[config.mk]
export PLATFORM = sky130hd
export DESIGN_NAME = light_stand_fsm
export DESIGN_NICKNAME = d
export VERILOG_FILES = /design/src/rtl/light_stand_fsm_pkg.sv /design/src/rtl/light_stand_fsm_btn_debounce.sv /design/src/rtl/light_stand_fsm.sv
export SDC_FILE = /design/constraint.sdc
export NUM_CORES = 1
export LEC_CHECK = 0
export ABC_AREA = 1
export CAP_MARGIN = 15
export CORE_MARGIN = 3
export CORE_UTILIZATION = 64
export DETAILED_ROUTE_END_ITERATION = 10
export PLACE_DENSITY = 0.84
export RECOVER_POWER = 25
export SYNTH_ARGS = -nofsm -noshare
export SYNTH_HDL_FRONTEND = slang
export SYNTH_SLANG_ARGS = --single-unit
[constraint.sdc]
create_clock -name i_clk -period 3.05 [get_ports i_clk]
set_clock_uncertainty 0.05 [all_clocks]
set_input_delay 0.915 -clock i_clk [delete_from_list [all_inputs] [get_ports i_clk]]
set_output_delay 0.915 -clock i_clk [all_outputs]
set_load 0.05 [all_outputs]
[src/rtl/light_stand_fsm_pkg.sv]
// Light stand shared definitions: state codes and level count.
// Shared by the brightness FSM, the comparator and the PWM counter.
package light_stand_fsm_pkg;

  localparam int STATE_W    = 3;
  localparam int NUM_LEVELS = 5;

  typedef enum logic [STATE_W-1:0] {
    S_OFF = 3'd0,
    S_30  = 3'd1,
    S_60  = 3'd2,
    S_80  = 3'd3,
    S_99  = 3'd4
  } state_t;

  function automatic logic is_legal(state_t s);
    return 32'(s) < NUM_LEVELS;
  endfunction

  function automatic state_t next_level(state_t s);
    state_t n;
    case (s)
      S_OFF:   n = S_30;
      S_30:    n = S_60;
      S_60:    n = S_80;
      S_80:    n = S_99;
      default: n = S_OFF;
    endcase
    return n;
  endfunction

endpackage

[src/rtl/light_stand_fsm_btn_debounce.sv]
// Button conditioner: 2-FF synchroniser, stability counter and
// a one-cycle registered pulse on each accepted press.
module btn_debounce #(
  parameter int DEBOUNCE_CYCLES = 100000,
  parameter int CNT_W           = 17
) (
  input  logic i_clk,
  input  logic i_reset_n,
  input  logic i_btn,
  output logic o_press
);

  logic             sync1;
  logic             sync2;
  logic             stable;
  logic             press_q;
  logic [CNT_W-1:0] cnt;
  logic             differs;
  logic             moving;
  logic             accept;

  assign differs = sync2 != stable;
  assign moving  = sync1 != sync2;
  assign accept  = differs && !moving &&
                   (cnt == CNT_W'(DEBOUNCE_CYCLES - 1));

  always_ff @(posedge i_clk or negedge i_reset_n) begin
    if (!i_reset_n) begin
      sync1   <= 1'b0;
      sync2   <= 1'b0;
      stable  <= 1'b0;
      press_q <= 1'b0;
      cnt     <= '0;
    end else begin
      sync1   <= i_btn;
      sync2   <= sync1;
      press_q <= accept && sync2;
      // Any movement of the synchronised level restarts the window
      if (!differs || moving) begin
        cnt <= '0;
      end else if (accept) begin
        cnt    <= '0;
        stable <= sync2;
      end else begin
        cnt <= cnt + 1'b1;
      end
    end
  end

  assign o_press = press_q;

endmodule

[src/rtl/light_stand_fsm.sv]
// Light stand brightness controller: two debounced buttons drive a
// five-level state machine that picks one comparator PWM output.
import light_stand_fsm_pkg::*;

module light_stand_fsm #(
  parameter int DEBOUNCE_CYCLES = 100000,
  parameter int CNT_W           = 17
) (
  input  logic       i_clk,
  input  logic       i_reset_n,
  input  logic       i_btn_mode,
  input  logic       i_btn_off,
  input  logic       i_light_0,
  input  logic       i_light_1,
  input  logic       i_light_2,
  input  logic       i_light_3,
  input  logic       i_light_4,
  output logic       o_led,
  output logic [2:0] o_state
);

  state_t state;
  state_t state_nx;
  logic   mode_press;
  logic   off_press;
  logic   led_sel;

  btn_debounce #(
    .DEBOUNCE_CYCLES(DEBOUNCE_CYCLES),
    .CNT_W          (CNT_W)
  ) u_db_mode (
    .i_clk    (i_clk),
    .i_reset_n(i_reset_n),
    .i_btn    (i_btn_mode),
    .o_press  (mode_press)
  );

  btn_debounce #(
    .DEBOUNCE_CYCLES(DEBOUNCE_CYCLES),
    .CNT_W          (CNT_W)
  ) u_db_off (
    .i_clk    (i_clk),
    .i_reset_n(i_reset_n),
    .i_btn    (i_btn_off),
    .o_press  (off_press)
  );

  always_comb begin
    state_nx = state;
    unique case (1'b1)
      off_press:               state_nx = S_OFF;
      mode_press & ~off_press: state_nx = next_level(state);
      default: begin
        if (!is_legal(state)) state_nx = S_OFF;
      end
    endcase
  end

  always_comb begin
    led_sel = 1'b0;
    case (state)
      S_OFF:   led_sel = i_light_0;
      S_30:    led_sel = i_light_1;
      S_60:    led_sel = i_light_2;
      S_80:    led_sel = i_light_3;
      S_99:    led_sel = i_light_4;
      default: led_sel = 1'b0;
    endcase
  end

  always_ff @(posedge i_clk or negedge i_reset_n) begin
    if (!i_reset_n) begin
      state <= S_OFF;
      o_led <= 1'b0;
    end else begin
      state <= state_nx;
      o_led <= led_sel;
    end
  end

  assign o_state = state;

endmodule

==> out/qor.yml, run 1 <==
status:
  outcome: "finished clean"
drt:
  drtIter0Drc: 168
  drtPass1Iterations: 4
  route.vias.total: 2083
  wire_per_inst_um: 11.90
  vias_per_cell: 5.300
  routed_wl_um: 4676
  drc: 0
  drtAntennaViolNets: 0
sta:
  worst_slew_pin_slew_ps: 889.6
  setup_viol: 0
  finalHoldViolCount: 0
  fmax_mhz: 392.9
  setup_tns_ps: 0
  drv_slew: 0
  period_needed_ps: 2545
  relSlewSlack: 0.4069
  rsz0062_at_grt: "false"
  finalCritPeriodShare: 0.8345
worst_setup_path:
  worstPathMaxFanout: 7
  reg2regPathDepth: 6
  timing.rr.start: "u_db_off.cnt[0]"
  setup.worst_path.start_class: "register"
  cp_data_required_time_ps: 2080
  crit_family: "buffers and inverters"
  rrSetupSlack_ps: 1570
  worst-setup-path-type: "reg2out"
  crit_chain: "clkdlybuf4s50_1"
  cp_num_buf_inv: 1
  worst_path_largest_cell_delay_ps: 840
  r2r_end: "u_db_off.cnt[0]"
  critical_path.slowest_cell: "clkdlybuf4s50_1"
  critPathCaptureType: "primary output"
  worstPathArrival_ps: 1580
synth:
  synth_top_family_by_area: "simple AND/OR/NAND/NOR gates"
  synth_simple_gate_area_share: 0.3740
  synth_fa_ha_area_frac: 0.01022
  synth_nets: 336
  seq_area_frac_synth: 0.4701
  synth_compound_area_frac: 0.06387
  synth-xor-area-share: 0.02504
  syn_avg_cell_area_um2: 7.534
  syn_area_um2: 2449
  ys_types: 26
  yosys_warnings: 0
  muxShareOfSynthArea: 0
  ys_ff_latch: 46
  synthCells: 325
floorplanning:
  initial_core_util: 0.7007
  pin_count: 13
  chipHeight_um: 67.86
  die_area_um2: 4604
  fp.dieW_um: 67.86
  rows: 21
  core_area_um2: 3495
cells_and_area:
  post-route-cell-area_um2: 2723
  area_growth_pct: 11.19
  n_antenna_cell: 0
  drive_above_1_share: 0.08357
  fill_cells: 268
  nNetsFinal: 357
  seq_area_um2: 1151
  multi_input_area_um2: 1159
clock_network:
  htree_levels: 2
  cts_post_setup_buffers_inserted: 0
  cts_root_buf: "clkbuf_8"
  worstSkewPairLatency_ps: 300
  clk_pin_slew_ps: 80
  cts_buffers: 5
  cts_resized: 0
  hold_buffers: 0
  cts.sinks: 46
  cts_tree: "yes"
  cts_buffer_depth: 2
global_routing:
  grt_max_degree: 18
  grt_first_pass_wirelength_um: 8404
  grt-ovfl-total: 0
  grt_pass1_vias: 1995
  grt_use_total: 0.2448
  antenna_found_initial: 0
min_path:
  min_path_cells: 0
  hold_start: "u_db_mode.sync1"
  whs_endpoint: "u_db_mode.sync2"
  hold_path_class: "reg2reg"
run:
  cap_viol_max_count: 0
placed_design:
  place_area_um2: 2636
  port-buffer-count: 12
  place.gp.congestion: 0.8221
  hpwl_um: 3556
pwr:
  power_density_nw_per_um2: 387.4
  p_leak_uw: 0.001106
  worst_ir_drop_vdd_mv: 0.3512
## cell type report
type,count,share of cell area
sequential,46,0.4228
timing repair buffer,14,0.04596
clock inverter,1,0.001838
inverter,37,0.05101
tap,46,0.02114
clock buffer,7,0.03171
multi-input combinational,242,0.4256
## cell usage after synthesis (all sizes together)
cell / n / area (µm²)
nand2: 94 / 377.9
nor2: 76 / 312.8
dfrtp: 46 / 1151
inv: 36 / 135.1
nand3: 21 / 110.1
nand4: 10 / 62.56
o21bai: 8 / 71.32
nor3: 6 / 30.03
xor2: 6 / 52.55
a21oi: 5 / 25.02
o21ai: 5 / 25.02
ha: 2 / 25.02
nor3b: 2 / 15.01
o21a: 2 / 15.01
o22ai: 2 / 12.51
clkinv: 1 / 3.750
nand3b: 1 / 7.510
o211ai: 1 / 7.510
xnor2: 1 / 8.760
## registers in the layout, indices dropped and copies added, names as in the netlist
register and flops:
u_db_mode.cnt 17, u_db_off.cnt 17, o_state 3, o_led 1, u_db_mode.o_press 1, u_db_mode.stable 1
u_db_mode.sync1 1, u_db_mode.sync2 1, u_db_off.o_press 1, u_db_off.stable 1, u_db_off.sync1 1, u_db_off.sync2 1
## worst max path at each step
stage / from / end / cells past startpoint / slack, ps
after detailed placement: o_state[0] / o_state[0] / 1 / 830
after global placement: o_state[0] / o_state[0] / 1 / 850
after CTS: o_state[0] / o_state[0] / 1 / 490
final: o_state[0] / o_state[0] / 1 / 500
after global routing: o_state[0] / o_state[0] / 1 / 410
after floorplan: o_state[0] / o_state[0] / 0 / 1410
## power breakdown
group	switching, µW	internal, µW
Clock	195	183
Combinational	34.0	18.9
Sequential	6.52	617
## per-stage QoR
stage	hold WS [ps]	worst slack, ps	total power, µW	std cells	utilization
finish	360.8	504.7	1055	393	0.7791
global route	380.9	408.4	1100	393	0.7791
CTS	356.4	491.5	1067	393	0.7805
detailed placement	346.9	826.1	690.8	385	0.7544
global placement	329.1	852.2	689.3	385	0.7544
floorplan	320.7	1412	658.7	325	-
## worst register-to-register path: cells and delay by family (launching register included)
family,cells,cell delay (ps)
adders and majority gates,1,210
DFF,1,390
and+or+nand+nor,4,450
AOI/OAI and AO/OA,1,260
## per-layer routing
layer  global-route usage  part of all wire
met1               0.3207              0.48
met2               0.4034              0.45
met3              0.04105             0.046
met4               0.1042             0.015
met5                    0                 0
## cell families (layout without fill, tap and decap cells)
family          Yosys count  in the layout
simple gates            210            210
compound gates           23             23
buf+inv                  37             59
flops                    46             46
fa+ha+maj                 2              2
xor+xnor                  7              7
## cell usage in the layout (no fill, tap or decap), types with 2 or more instances in the layout
| master | instances |
|---|---|
| nand4_1 | 10 |
| nor2_4 | 2 |
| dfrtp_1 | 46 |
| o21a_1 | 2 |
| nand2_2 | 10 |
| o21ai_1 | 2 |
| clkbuf_1 | 3 |
| clkdlybuf4s50_1 | 10 |
| nor3b_1 | 2 |
| ha_1 | 2 |
| nor2_1 | 69 |
| clkbuf_8 | 6 |
| o22ai_1 | 2 |
| nor3_1 | 6 |
| xor2_1 | 6 |
| nand2_1 | 84 |
| nand3_1 | 20 |
| nor2_2 | 5 |
| inv_2 | 2 |
| o21ai_0 | 3 |
| inv_1 | 34 |
| o21bai_1 | 7 |
| a21oi_1 | 5 |
No activity file was read; power rests on OpenSTA's default activity.
==> run 2: changes to the inputs <==
--- a/config.mk
+++ b/config.mk
@@ -8,9 +8,9 @@
 export ABC_AREA = 1
 export CAP_MARGIN = 15
 export CORE_MARGIN = 3
-export CORE_UTILIZATION = 64
+export CORE_UTILIZATION = 53
 export DETAILED_ROUTE_END_ITERATION = 10
-export PLACE_DENSITY = 0.84
+export PLACE_DENSITY = 0.75
 export RECOVER_POWER = 25
 export SYNTH_ARGS = -nofsm -noshare
 export SYNTH_HDL_FRONTEND = slang
==> constraint.sdc (replaced) <==
create_clock -name i_clk -period 2.12 [get_ports i_clk]
set_clock_uncertainty 0.05 [all_clocks]
set_input_delay 0.636 -clock i_clk [delete_from_list [all_inputs] [get_ports i_clk]]
set_output_delay 0.636 -clock i_clk [all_outputs]
set_load 0.05 [all_outputs]
==> run 2 against run 1 <==
Effect of this change:
- clock power up 110%
- sequential cell count is the same
- sequential share of layout area is 0.88 points lower
- routed wire length is 2.2% lower
- critical endpoint unchanged
==> out/qor.yml, run 2 (same netlist as run 1, synthesis figures left out) <==
sta:
  drv_slew: 0  # unchanged
  rsz0062_at_grt: "false"  # unchanged
  setup_tns_ps: 0  # unchanged
  relSlewSlack: 0.2098  # was 0.4069
  worst_slew_pin_slew_ps: 1185  # was 889.6 ps
  setup_viol: 0  # unchanged
  period_needed_ps: 1658
  finalHoldViolCount: 0  # unchanged
  fmax_mhz: 603.2
  finalCritPeriodShare: 0.7820
global_routing:
  grt-ovfl-total: 0  # unchanged
  grt_first_pass_wirelength_um: 7617  # was 8404 µm
  antenna_found_initial: 0  # unchanged
  grt_use_total: 0.1791  # was 0.2448
  grt_max_degree: 27  # was 18
  grt_pass1_vias: 1749  # was 1995
cells_and_area:
  nNetsFinal: 356  # was 357
  final_common_cell: "nand2_1"  # unchanged
  mostFrequentLayoutCells: "84 x nand2_1, 69 x nor2_1, 46 x dfrtp_1"  # unchanged
  area_growth_pct: 13.54  # was 11.19%
  final_util: 0.6298  # was 0.7791
  n_antenna_cell: 0  # unchanged
  drive_above_1_share: 0.09827  # was 0.08357
clock_network:
  hold_buffers: 0  # unchanged
  htree_levels: 2  # unchanged
  cts_buffer_depth: 2  # unchanged
  worstSkewPairLatency_ps: 300  # about the same
  clk_pin_slew_ps: 90  # was 80 ps
  cts_root_buf: "clkbuf_8"  # unchanged
  cts_buffers: 5  # unchanged
  cts.sinks: 46  # unchanged
  cts_tree: "yes"  # unchanged
  cts_resized: 0  # unchanged
  cts_post_setup_buffers_inserted: 0  # unchanged
pwr:
  p_leak_uw: 0.001140  # was 0.001106 µW
  power_density_nw_per_um2: 634.7  # was 387.4 nW/µm²
  worst_ir_drop_vdd_mv: 0.4540  # was 0.3512 mV
min_path:
  hold_start: "u_db_off.sync1"  # was u_db_mode.sync1
  min_path_cells: 0  # unchanged
  hold_path_class: "reg2reg"  # unchanged
  whs_endpoint: "u_db_off.sync2"  # was u_db_mode.sync2
drt:
  drtIter0Drc: 90  # was 168
  wire_per_inst_um: 11.49  # was 11.90 µm
  drc: 0  # unchanged
  drtPass1Iterations: 5  # was 4
  drtAntennaViolNets: 0  # unchanged
  route.vias.total: 2050  # was 2083
  vias_per_cell: 5.151  # was 5.300
  routed_wl_um: 4572  # was 4676 µm
worst_setup_path:
  worstPathMaxFanout: 7  # unchanged
  timing.rr.start: "u_db_mode.cnt[0]"  # was u_db_off.cnt[0]
  critical_path.slowest_cell: "dfrtp_1"  # was clkdlybuf4s50_1
  rrSetupSlack_ps: 630  # was 1570 ps
  cp_num_buf_inv: 1  # unchanged
  crit_family: "flip-flops"  # was buffers and inverters
  worst-setup-path-type: "reg2out"  # unchanged
  worstPathArrival_ps: 970  # was 1580 ps
  reg2regPathDepth: 8  # was 6
  setup.worst_path.start_class: "register"  # unchanged
  worst_path_largest_cell_delay_ps: 440  # was 840 ps
  crit_chain: "buf_4"  # was clkdlybuf4s50_1
  cp_data_required_time_ps: 1430  # was 2080 ps
  critPathCaptureType: "primary output"  # unchanged
  r2r_end: "u_db_mode.cnt[16]"  # was u_db_off.cnt[0]
floorplanning:
  die_area_um2: 5472  # was 4604 µm²
  fp.dieW_um: 73.97  # was 67.86 µm
  pin_count: 13  # unchanged
  chipHeight_um: 73.97  # was 67.86 µm
  rows: 24  # was 21
  initial_core_util: 0.5547  # was 0.7007
  core_area_um2: 4414  # was 3495 µm²
placed_design:
  hpwl_um: 3421  # was 3556 µm
  place.gp.congestion: 0.8682  # was 0.8221
  port-buffer-count: 12  # unchanged
run:
  cap_viol_max_count: 0  # unchanged
status:
  outcome: "finished clean"  # unchanged
## run 2: area by class of cell
class	instances	area, µm²
Clock buffer	6	82.58
Clock inverter	2	60.06
Fill cell	383	1634
Inverter	37	138.9
Multi-Input combinational cell	242	1159
Sequential cell	46	1151
Tap cell	52	65.06
Timing Repair Buffer	13	123.9
## run 2: worst max path at each step
stage | from | end | slack, ps | cells after the start
after floorplan | o_state[2] | o_state[1] | 640 | 3
final | o_state[0] | o_state[0] | 460 | 1
after global routing | o_state[0] | o_state[0] | 410 | 1
after CTS | o_state[0] | o_state[0] | 450 | 1
after detailed placement | i_light_0 | o_led | 580 | 4
after global placement | i_light_0 | o_led | 590 | 4
## run 2: metrics by stage
step | setup WS [ps] | power (µW) | instance area, µm² | hold WS [ps] | std cells
4_1_cts | 451.1 | 1785 | 2781 | 255.6 | 398
3_5_place_dp | 583.6 | 994.9 | 2639 | 339.9 | 390
5_1_grt | 405.6 | 1831 | 2780 | 385.5 | 398
3_3_place_gp | 593.7 | 993.8 | 2639 | 337.2 | 390
2_1_floorplan | 635.6 | 947.6 | 2449 | 290.4 | 325
6_report | 462.1 | 1765 | 2780 | 352.4 | 398
## run 2: per-layer routing
metal  up-vias  part of all wire  track usage  routed length [µm]
met1       935              0.50       0.2515                2297
met3         6             0.038      0.04054                 173
met5         -                 0            0                   0
li1       1069                 -            -                   -
met2        40              0.45       0.2726                2051
met4         0             0.011      0.06439                  50
## run 2: worst register-to-register path: stages, from the launching register on
cell and delay, ps:
dfrtp_1 390, ha_1 220, nand2_2 90, nor2_4 110, nand2_1 70, nor2_2 90, nand2_1 80, nand2_2 170
nor2_1 80
## run 2: where the power goes
group	leakage [µW]	internal, µW	total (µW)	switching (µW)
clock	0.0000714	503	790	288
combinational	0.000441	28.6	76.7	48.1
sequential	0.000628	888	898	9.58
==> run 3: changes to the inputs <==
==> constraint.sdc (replaced) <==
create_clock -name i_clk -period 1.5 [get_ports i_clk]
set_clock_uncertainty 0.05 [all_clocks]
set_input_delay 0.45 -clock i_clk [delete_from_list [all_inputs] [get_ports i_clk]]
set_output_delay 0.45 -clock i_clk [all_outputs]
set_load 0.05 [all_outputs]
==> run 3 against run 2 <==
Effect of this change:
- non-clock buffer count increased by 7
- largest cell class unchanged
- via count increased by 4.8%
- clock power increased by 14%
- sequential power increased by 41%
- worst hold slack got worse by 240 ps
- first-iteration DRC count increased by 36%
==> out/qor.yml, run 3 (same netlist as run 1, synthesis figures left out) <==
pwr:
  power_density_nw_per_um2: 785.4  # was 634.7 nW/µm²
  worst_ir_drop_vdd_mv: 0.5818  # was 0.4540 mV
  p_leak_uw: 0.001207  # was 0.001140 µW
status:
  outcome: "finished clean"  # unchanged
cells_and_area:
  n_antenna_cell: 0  # unchanged
  mostFrequentLayoutCells: "82 x nand2_1, 68 x nor2_1, 44 x dfrtp_1"  # was 84 x nand2_1, 69 x nor2_1, 46 x dfrtp_1
  drive_above_1_share: 0.1352  # was 0.09827
  area_growth_pct: 20.03  # was 13.54%
  final_util: 0.6658  # was 0.6298
  fill_cells: 377  # was 383
  nNetsFinal: 365  # was 356
  final_common_cell: "nand2_1"  # unchanged
  post-route-cell-area_um2: 2939  # was 2780 µm²
worst_setup_path:
  setup.worst_path.start_class: "register"  # unchanged
  worstPathMaxFanout: 5  # was 7
  timing.rr.start: "u_db_mode.cnt[0]"  # unchanged
  worstPathArrival_ps: 1580  # was 970 ps
  worst-setup-path-type: "reg2reg"  # was reg2out
  cp_data_required_time_ps: 1630  # was 1430 ps
  critPathCaptureType: "register"  # was primary output
  startpoint: "u_db_mode.cnt[0]"  # was o_state[0]
drt:
  route.vias.total: 2148  # was 2050
  wire_per_inst_um: 12.47  # was 11.49 µm
  drc: 0  # unchanged
  routed_wl_um: 5077  # was 4572 µm
  drtAntennaViolNets: 0  # unchanged
  vias_per_cell: 5.278  # was 5.151
  drtIter0Drc: 122  # was 90
  drtPass1Iterations: 5  # unchanged
placed_design:
  place.gp.congestion: 0.8790  # was 0.8682
  hpwl_um: 3554  # was 3421 µm
  place_area_um2: 2704  # was 2639 µm²
  port-buffer-count: 12  # unchanged
clock_network:
  cts_buffer_depth: 2  # unchanged
  cts_root_buf: "clkbuf_8"  # unchanged
  clk_pin_slew_ps: 90  # about the same
  htree_levels: 2  # unchanged
  worstSkewPairLatency_ps: 290  # was 300 ps
  cts_tree: "yes"  # unchanged
  cts_buffers: 5  # unchanged
  cts.sinks: 46  # unchanged
sta:
  finalHoldViolCount: 0  # unchanged
  worst_slew_pin_slew_ps: 370.4  # was 1185 ps
  holdWs_ps: 117.2  # was 352.4 ps
  setup_viol: 0  # unchanged
  period_needed_ps: 1448
  drv_slew: 0  # unchanged
  fmax_mhz: 690.6
  finalCritPeriodShare: 0.9653
  relSlewSlack: 0.7512  # was 0.2098
min_path:
  hold_path_class: "in2async"  # was reg2reg
floorplanning:
  die_area_um2: 5472  # unchanged
  core_area_um2: 4414  # unchanged
  initial_core_util: 0.5547  # unchanged
  fp.dieW_um: 73.97  # unchanged
  rows: 24  # unchanged
  chipHeight_um: 73.97  # unchanged
  pin_count: 13  # unchanged
global_routing:
  grt_use_total: 0.1986  # was 0.1791
  grt_pass1_vias: 1937  # was 1749
  grt_max_degree: 47  # was 27
  grt-ovfl-total: 0  # unchanged
  grt_first_pass_wirelength_um: 8445  # was 7617 µm
  antenna_found_initial: 0  # unchanged
run:
  cap_viol_max_count: 0  # unchanged
[run 3: cell types whose count changed in the layout (fill, tap and decap cells not counted), sizes merged]
cell,before,now
buf,5,12
bufinv,2,1
clkbuf,7,8
clkdlybuf4s50,5,7
dlygate4sd3,2,0
nand2,94,95
o21bai,8,9
[run 3: path summary, 6_finish.rpt]
| check | endpoint | depth (start not counted) | slack [ps] |
|---|---|---|---|
| worst max register to register | u_db_mode.cnt[5] | 8 | 50 |
| worst min-delay path | u_db_off.cnt[16] | 2 | 120 |
| min in group i_clk | u_db_off.sync2 | 0 | 370 |
| max in group asynchronous | o_state[0] | 2 | 1050 |
| worst min register to register | u_db_off.sync2 | 0 | 370 |
| worst max-delay path | u_db_mode.cnt[5] | 8 | 50 |
[run 3: cell type report]
type | count | area [µm²] | area share
clock buffers | 7 | 76.32 | 0.02597
clock inverters | 1 | 30.03 | 0.01022
multi-input cells | 244 | 1249 | 0.4249
repair buffers | 20 | 226.5 | 0.07705
flip-flops and latches | 46 | 1154 | 0.3925
well taps | 52 | 65.06 | 0.02214
inverters | 37 | 138.9 | 0.04725
[run 3: worst max-delay path: stages, from the launching register on]
cell	delay (ps)
dfrtp_1	430
ha_4	170
nand2_2	70
nor2_4	150
nand2_2	80
nor2_4	140
nand2_4	90
nand2_4	110
nor2_1	50
[run 3: metal layers]
layer,global-route usage,wire length (µm),vias up
met1,0.2692,2422,1023
met4,0.05835,54,0
met3,0.04189,144,7
li1,-,-,1089
met2,0.3228,2455,29
met5,0,0,-
[run 3: power by group]
part	leakage, µW	internal, µW	total [µW]	switching [µW]
Clock	0.0000524	499	898	399
Combinational	0.000530	62.4	138	75.3
Sequential	0.000624	1250	1270	18.1
[run 3: timing repair]
item,in CTS,in global routing
hold buffers,0,0
gates resized for setup,2,14
setup buffers,1,4
pin swaps,1,8
hold endpoints to repair,0,0
gates cloned,1,1
setup endpoints to repair,8,25
[run 3: through the flow]
stage	worst slack (ps)	power [µW]	cells	setup TNS, ps
after floorplan	15.60	1339	325	0
after detailed placement	6.552	1414	392	0
after global routing	-23.70	2400	407	-97.15
final	52.00	2308	407	0
after global placement	90.89	1411	392	0
after CTS	21.20	2318	402	0
